File: config.mk
export PLATFORM = sky130hd
export DESIGN_NAME = t2mi_cfg_sequencer
export DESIGN_NICKNAME = d
export VERILOG_FILES = /design/src/rtl/t2mi_cfg_pkg.sv /design/src/rtl/t2mi_cfg_shadow.sv /design/src/rtl/t2mi_cfg_sequencer.sv
export SDC_FILE = /design/constraint.sdc
export NUM_CORES = 1
export LEC_CHECK = 0
export CAP_MARGIN = 15
export CORE_ASPECT_RATIO = 1.75
export CORE_MARGIN = 2
export CORE_UTILIZATION = 50
export DETAILED_ROUTE_END_ITERATION = 10
export PLACE_DENSITY_LB_ADDON = 0.12
export SLEW_MARGIN = 25
export SYNTH_ARGS = -nofsm -noshare
export SYNTH_HDL_FRONTEND = slang
export SYNTH_SLANG_ARGS = --single-unit
File: constraint.sdc
create_clock -name CLK -period 2.4 [get_ports CLK]
set_clock_uncertainty 0.15 [all_clocks]
set_input_delay 0.48 -clock CLK [delete_from_list [all_inputs] [get_ports CLK]]
set_output_delay 0.48 -clock CLK [all_outputs]
set_load 0.1 [all_outputs]
File: src/rtl/t2mi_cfg_pkg.sv
// t2mi_cfg_pkg
//   Shared definitions for the T2-MI configuration sequencer:
//   register map addresses, commit codes, power-up configuration values,
//   the sequencer state enumeration and the shadow validity check.
`timescale 1ns/1ps

package t2mi_cfg_pkg;

  // Register map (write-only)
  localparam logic [7:0] ADDR_TS_TYPE     = 8'h00;
  localparam logic [7:0] ADDR_SFLEN_B0    = 8'h01;
  localparam logic [7:0] ADDR_SFLEN_B1    = 8'h02;
  localparam logic [7:0] ADDR_SFLEN_B2    = 8'h03;
  localparam logic [7:0] ADDR_SFLEN_B3    = 8'h04;
  localparam logic [7:0] ADDR_T2MI_PID_LO = 8'h05;
  localparam logic [7:0] ADDR_T2MI_PID_HI = 8'h06;
  localparam logic [7:0] ADDR_STREAM_ID   = 8'h07;
  localparam logic [7:0] ADDR_PMT_PID_LO  = 8'h08;
  localparam logic [7:0] ADDR_PMT_PID_HI  = 8'h09;
  localparam logic [7:0] ADDR_COMMIT      = 8'h10;
  localparam logic [7:0] ADDR_ERR_CLR     = 8'h11;

  // Data values written to ADDR_COMMIT
  localparam logic [7:0] COMMIT_AT_SF = 8'h01;
  localparam logic [7:0] COMMIT_NOW   = 8'h02;

  // Configuration loaded at reset, into both shadow and active banks
  localparam logic [1:0]  CFG_TS_TYPE_DEF    = 2'd0;
  localparam logic [26:0] CFG_SFRAME_LEN_DEF = 27'd100000;
  localparam logic [12:0] CFG_T2MI_PID_DEF   = 13'h1000;
  localparam logic [2:0]  CFG_STREAM_ID_DEF  = 3'd0;
  localparam logic [12:0] CFG_PMT_PID_DEF    = 13'h0020;

  typedef enum logic [1:0] {
    IDLE,
    WAIT_SF,
    PULSE
  } seq_state_t;

  // Timestamp type 3 is undefined and a zero-length superframe would
  // stall the packer, so neither may ever reach the active bank.
  function automatic logic cfg_is_valid(input logic [1:0] ts_type,
                                        input logic [26:0] sf_len);
    return (ts_type != 2'd3) && (sf_len != 27'd0);
  endfunction

endpackage

File: src/rtl/t2mi_cfg_shadow.sv
// t2mi_cfg_shadow
//   Decodes SPI register writes into the shadow configuration bank and
//   flags whether the shadow contents are fit to be committed.
// Ports:
//   clk, rst            clock, synchronous active-high reset
//   spi_data/address    write data and register address from the SPI slave
//   spi_ena             one-cycle write strobe
//   sh_*                shadow bank contents (registered)
//   sh_valid            shadow bank passes validation
//   commit_at_sf        this cycle is a valid-code boundary-commit write
//   commit_now          this cycle is a valid-code immediate-commit write
//   err_clear           this cycle is a write to the error-clear register
`timescale 1ns/1ps

module t2mi_cfg_shadow
  import t2mi_cfg_pkg::*;
(
  input  logic        clk,
  input  logic        rst,
  input  logic [7:0]  spi_data,
  input  logic [7:0]  spi_address,
  input  logic        spi_ena,
  output logic [1:0]  sh_timestamp_type,
  output logic [26:0] sh_sframe_len,
  output logic [12:0] sh_t2mi_pid,
  output logic [2:0]  sh_stream_id,
  output logic [12:0] sh_pmt_pid,
  output logic        sh_valid,
  output logic        commit_at_sf,
  output logic        commit_now,
  output logic        err_clear
);

  // Shadow bank: one byte lane per register address, written whatever
  // state the sequencer is in.
  always_ff @(posedge clk) begin
    if (rst) begin
      sh_timestamp_type <= CFG_TS_TYPE_DEF;
      sh_sframe_len     <= CFG_SFRAME_LEN_DEF;
      sh_t2mi_pid       <= CFG_T2MI_PID_DEF;
      sh_stream_id      <= CFG_STREAM_ID_DEF;
      sh_pmt_pid        <= CFG_PMT_PID_DEF;
    end else if (spi_ena) begin
      case (spi_address)
        ADDR_TS_TYPE:     sh_timestamp_type     <= spi_data[1:0];
        ADDR_SFLEN_B0:    sh_sframe_len[7:0]    <= spi_data;
        ADDR_SFLEN_B1:    sh_sframe_len[15:8]   <= spi_data;
        ADDR_SFLEN_B2:    sh_sframe_len[23:16]  <= spi_data;
        ADDR_SFLEN_B3:    sh_sframe_len[26:24]  <= spi_data[2:0];
        ADDR_T2MI_PID_LO: sh_t2mi_pid[7:0]      <= spi_data;
        ADDR_T2MI_PID_HI: sh_t2mi_pid[12:8]     <= spi_data[4:0];
        ADDR_STREAM_ID:   sh_stream_id          <= spi_data[2:0];
        ADDR_PMT_PID_LO:  sh_pmt_pid[7:0]       <= spi_data;
        ADDR_PMT_PID_HI:  sh_pmt_pid[12:8]      <= spi_data[4:0];
        default: ;
      endcase
    end
  end

  // Validity is judged on the registered shadow, i.e. the pre-write value,
  // which is exactly what a load in this cycle would copy.
  assign sh_valid     = cfg_is_valid(sh_timestamp_type, sh_sframe_len);
  assign commit_at_sf = spi_ena && (spi_address == ADDR_COMMIT) && (spi_data == COMMIT_AT_SF);
  assign commit_now   = spi_ena && (spi_address == ADDR_COMMIT) && (spi_data == COMMIT_NOW);
  assign err_clear    = spi_ena && (spi_address == ADDR_ERR_CLR);

endmodule

File: src/rtl/t2mi_cfg_sequencer.sv
// t2mi_cfg_sequencer
//   Owns the T2-MI packer's run-time configuration. Commits the shadow bank
//   to the active outputs either at the next superframe boundary or at once
//   under an INNER_RST pulse, with a timeout fallback for missing boundaries.
// Ports:
//   CLK, RST              clock, synchronous active-high reset
//   SPI_DATA/ADDRESS/ENA  register write interface from the SPI slave
//   SF_BOUNDARY           superframe start pulse from the packer
//   timestamp_type, sframe_len, t2mi_pid, stream_id, pmt_pid
//                         active configuration to the packer
//   INNER_RST             packer reset pulse, RST_CYCLES long
//   BUSY                  commit pending or in progress
//   CFG_ERR               sticky error (invalid commit or boundary timeout)
`timescale 1ns/1ps

module t2mi_cfg_sequencer
  import t2mi_cfg_pkg::*;
#(
  parameter int unsigned RST_CYCLES     = 16,
  parameter int unsigned TIMEOUT_CYCLES = 2**24
) (
  input  logic        CLK,
  input  logic        RST,
  input  logic [7:0]  SPI_DATA,
  input  logic [7:0]  SPI_ADDRESS,
  input  logic        SPI_ENA,
  input  logic        SF_BOUNDARY,
  output logic [1:0]  timestamp_type,
  output logic [26:0] sframe_len,
  output logic [12:0] t2mi_pid,
  output logic [2:0]  stream_id,
  output logic [12:0] pmt_pid,
  output logic        INNER_RST,
  output logic        BUSY,
  output logic        CFG_ERR
);

  localparam logic [31:0] RST_LAST     = 32'(RST_CYCLES - 1);
  localparam logic [31:0] TIMEOUT_LAST = 32'(TIMEOUT_CYCLES - 1);

  logic [1:0]  sh_timestamp_type;
  logic [26:0] sh_sframe_len;
  logic [12:0] sh_t2mi_pid;
  logic [2:0]  sh_stream_id;
  logic [12:0] sh_pmt_pid;
  logic        sh_valid;
  logic        commit_at_sf;
  logic        commit_now;
  logic        err_clear;

  seq_state_t  state_q, state_d;
  logic [31:0] cnt_q;
  logic        cnt_clr;
  logic        load;
  logic        err_set;

  t2mi_cfg_shadow u_shadow (
    .clk               (CLK),
    .rst               (RST),
    .spi_data          (SPI_DATA),
    .spi_address       (SPI_ADDRESS),
    .spi_ena           (SPI_ENA),
    .sh_timestamp_type (sh_timestamp_type),
    .sh_sframe_len     (sh_sframe_len),
    .sh_t2mi_pid       (sh_t2mi_pid),
    .sh_stream_id      (sh_stream_id),
    .sh_pmt_pid        (sh_pmt_pid),
    .sh_valid          (sh_valid),
    .commit_at_sf      (commit_at_sf),
    .commit_now        (commit_now),
    .err_clear         (err_clear)
  );

  // Commit requests are only honoured in IDLE; elsewhere they are dropped
  // silently. A boundary wins over a timeout landing in the same cycle.
  always_comb begin
    state_d = state_q;
    cnt_clr = 1'b0;
    load    = 1'b0;
    err_set = 1'b0;
    case (state_q)
      IDLE: begin
        if ((commit_now || commit_at_sf) && !sh_valid) begin
          err_set = 1'b1;
        end else if (commit_now) begin
          load    = 1'b1;
          cnt_clr = 1'b1;
          state_d = PULSE;
        end else if (commit_at_sf) begin
          cnt_clr = 1'b1;
          state_d = WAIT_SF;
        end
      end
      WAIT_SF: begin
        if (SF_BOUNDARY) begin
          load    = 1'b1;
          state_d = IDLE;
        end else if (cnt_q == TIMEOUT_LAST) begin
          err_set = 1'b1;
          load    = 1'b1;
          cnt_clr = 1'b1;
          state_d = PULSE;
        end
      end
      PULSE: begin
        if (cnt_q == RST_LAST) begin
          state_d = IDLE;
        end
      end
      default: state_d = IDLE;
    endcase
  end

  // State register and the shared wait/pulse counter, zeroed on entry to
  // WAIT_SF or PULSE and frozen while idle.
  always_ff @(posedge CLK) begin
    if (RST) begin
      state_q <= IDLE;
      cnt_q   <= '0;
    end else begin
      state_q <= state_d;
      if (cnt_clr) begin
        cnt_q <= '0;
      end else if (state_q != IDLE) begin
        cnt_q <= cnt_q + 32'd1;
      end
    end
  end

  // Active configuration bank, copied from the shadow on a load.
  always_ff @(posedge CLK) begin
    if (RST) begin
      timestamp_type <= CFG_TS_TYPE_DEF;
      sframe_len     <= CFG_SFRAME_LEN_DEF;
      t2mi_pid       <= CFG_T2MI_PID_DEF;
      stream_id      <= CFG_STREAM_ID_DEF;
      pmt_pid        <= CFG_PMT_PID_DEF;
    end else if (load) begin
      timestamp_type <= sh_timestamp_type;
      sframe_len     <= sh_sframe_len;
      t2mi_pid       <= sh_t2mi_pid;
      stream_id      <= sh_stream_id;
      pmt_pid        <= sh_pmt_pid;
    end
  end

  // Sticky error flag; a new error outranks a clear in the same cycle so
  // that no error event is lost.
  always_ff @(posedge CLK) begin
    if (RST) begin
      CFG_ERR <= 1'b0;
    end else if (err_set) begin
      CFG_ERR <= 1'b1;
    end else if (err_clear) begin
      CFG_ERR <= 1'b0;
    end
  end

  assign INNER_RST = (state_q == PULSE);
  assign BUSY      = (state_q != IDLE);

endmodule

==> results.toml <==
[status]
status = "complete, but fails checks"
violations = "negative setup slack"

[layout]
nFillCells = 1026
fin_cells = 986
area_delta_synth_final_pct = 31.04
most-common-layout-cells = "dfxtp_1 (150), nand2_1 (128), mux2i_1 (115)"
nets = 826
layout-drive-gt1-share = 0.2139
fin_area_um2 = 8239
mostFrequentLayoutCell = "dfxtp_1"
diodes = 0

[die]
die_w_um = 88.77
die_area_um2 = 13520
rows = 54
core_um2 = 12360
fp.dieH_um = 152.3
initial_core_util = 0.5085
num_io_pins = 81

[sta]
slew_viol_final = 0
finalCritPeriodShare = 1.000
max_slew.worst_pin.slew_ps = 641.5
fmax_mhz = 416.6
relSlewSlack = 0.5684
timing.final.hold_violations = 0
layout_min_cycle_time_ps = 2401
setup_viol = 1
setup_ws_ps = -0.5882
rsz0062_at_grt = "false"

[clock_network]
cts-htree-levels = 4
cts_buffers = 17
clk_latency_ps = 420
postCtsHoldBufs = 0
clockBufferDepth = 2
clk_pin_slew_ps = 60
cts_tree = "yes"
cts_root_buffer = "clkbuf_16"
clock-sinks = 151

[logic_synthesis]
avgSynthCellArea_um2 = 9.260
synth_flop_cell = "dfxtp_1"
synth_cell_types = 48
yosysWarnings = 0
ys_ff_latch = 151
synth.net_count = 700
synth_edf_count = 0
async_flop_share = 0
synth_seq_area_share = 0.4808
synthCells = 679
synth_area_um2 = 6287

[job]
drv_cap = 0

[global_route]
antenna_found_initial = 0
grt_remaining_overflow = 0
grt_max_degree = 49
grt_pass1_wl_mm = 26.03
track_usage = 0.2504
grt_pass1_vias = 5371

[routing]
drt-total-wl_mm = 16.50
vias_per_cell = 5.316
route.vias.total = 5242
dr.pass1.iters = 5
wire_per_inst_um = 16.74
drc = 0
drtIter0Drc = 227
drtAntennaViolNets = 0

[critical_path]
r2r_cells = 7
r2r_slack_ps = 60
end_kind = "register"
arrival_ps = 2550
crit_type = "in -> reg"
start_kind = "primary input"
cp_max_fo = 20
required_ps = 2550

[worst_hold_path]
hold_class = "reg -> reg"
hold_depth = 2

[pwr]
leakagePower_nw = 3.429
ir_drop_mv = 0.4742
finalPower_mw = 5.449
power.density_nw_per_um2 = 661.3

[placed_design]
dpl.hpwl_mm = 11.38
place_area_um2 = 7508
place.gp.congestion = 0.9425
dp_cells = 951
numPortBuffers = 80
-- synthesized netlist by cell type, types with 2 or more instances --
| cell | number | share of area |
|---|---|---|
| xnor2_1 | 13 | 0.018 |
| o2111ai_1 | 2 | 0.0028 |
| or4_1 | 3 | 0.0036 |
| nand2_1 | 128 | 0.076 |
| or3_1 | 3 | 0.0030 |
| nor3_1 | 6 | 0.0048 |
| clkbuf_1 | 21 | 0.013 |
| and2_1 | 2 | 0.0020 |
| inv_1 | 6 | 0.0036 |
| and4_1 | 4 | 0.0056 |
| and3_1 | 2 | 0.0020 |
| dfxtp_1 | 151 | 0.48 |
| buf_2 | 5 | 0.0040 |
| nor4_1 | 19 | 0.019 |
| o21ai_0 | 2 | 0.0016 |
| buf_4 | 3 | 0.0036 |
| nor3b_1 | 3 | 0.0036 |
| mux2i_1 | 116 | 0.18 |
| nor2_1 | 107 | 0.064 |
| xor2_1 | 18 | 0.025 |
| nand3_1 | 12 | 0.0096 |
| nand2b_1 | 5 | 0.0050 |
| nand4_1 | 13 | 0.013 |
| buf_6 | 4 | 0.0072 |
| nor4_4 | 2 | 0.0068 |
| a21oi_1 | 6 | 0.0048 |
| buf_1 | 2 | 0.0012 |
-- metal layers --
layer  track usage  up-vias  part of all wire
met5             0        -                 0
met4        0.1089        0             0.037
met3       0.05417       45             0.039
met2        0.4563      137              0.54
met1        0.2648     2500              0.38
li1              -     2560                 -
-- cell type report --
class,count,area [µm²],area share
Clock buffer,17,425.4,0.05163
Clock inverter,15,191.4,0.02323
Inverter,7,26.28,0.003189
Multi-Input combinational cell,486,3127,0.3795
Sequential cell,151,3024,0.3670
Tap cell,168,210.2,0.02551
Timing Repair Buffer,142,1235,0.1499
-- worst max-delay path, stage by stage --
cell and delay, ps:
clkdlybuf4s50_1 520, nor4b_4 270, nand3_2 150, or4_4 450
o32a_4 280, buf_12 200, mux2i_2 170
-- final timing paths --
path	end	startpoint
worst max-delay path	sframe_len[7]$_SDFFE_PP1P_	SPI_ENA
worst min-delay path	pmt_pid[1]$_SDFFE_PP0P_	u_shadow.sh_pmt_pid[1]$_SDFFE_PP0P_
worst max register to register	sframe_len[7]$_SDFFE_PP1P_	u_shadow.sh_sframe_len[26]$_SDFFE_PP0P_
worst min register to register	pmt_pid[1]$_SDFFE_PP0P_	u_shadow.sh_pmt_pid[1]$_SDFFE_PP0P_
-- cells by family (layout without fill, tap and decap cells) --
group / Yosys count / after routing / synth area share
AND/OR/NAND/NOR: 320 / 320 / 0.2362
AO/OA/AOI/OAI: 18 / 18 / 0.02050
XOR/XNOR: 31 / 31 / 0.04318
flip-flops: 151 / 151 / 0.4808
multiplexers: 116 / 116 / 0.1847
buffers and inverters: 42 / 181 / 0.03264
adder cells (fa/ha/maj): 1 / 1 / 0.001990
-- report_power, final --
| group | total (mW) | switching, mW | internal [mW] | leakage, nW |
|---|---|---|---|---|
| Sequential | 2.51 | 0.000929 | 2.51 | 1.22 |
| Combinational | 0.177 | 0.109 | 0.0677 | 1.92 |
| Clock | 2.76 | 1.10 | 1.66 | 0.290 |
| Total | 5.45 | 1.21 | 4.23 | 3.43 |
-- registers in the layout (all words and copies together), names as in the netlist --
register	count
sframe_len	27
CFG_ERR	1
timestamp_type	2
t2mi_pid	13
u_shadow.sh_timestamp_type	2
cnt_q	32
u_shadow.sh_stream_id	3
state_q	2
stream_id	3
u_shadow.sh_t2mi_pid	13
pmt_pid	13
u_shadow.sh_sframe_len	27
u_shadow.sh_pmt_pid	13
-- per-stage QoR --
step	hold slack (ps)	util	TNS, ps	setup WS (ps)
3_5_place_dp	297.9	0.6073	-37290	-421.1
2_1_floorplan	284.1	-	-3559	-111.3
5_1_grt	335.6	0.6664	0	2.923
6_report	309.1	0.6664	-0.5882	-0.5882
4_1_cts	314.0	0.6653	0	29.18
3_3_place_gp	292.4	0.6073	-38550	-403.0
-- repair_timing --
| item | in CTS | in global routing |
|---|---|---|
| gates cloned | 1 | 0 |
| setup buffers | 2 | 0 |
| endpoints found under the setup margin | 93 | 31 |
| gates resized for setup | 13 | 3 |
| pin swaps | 3 | 0 |
(Power assumes the default switching activity.)
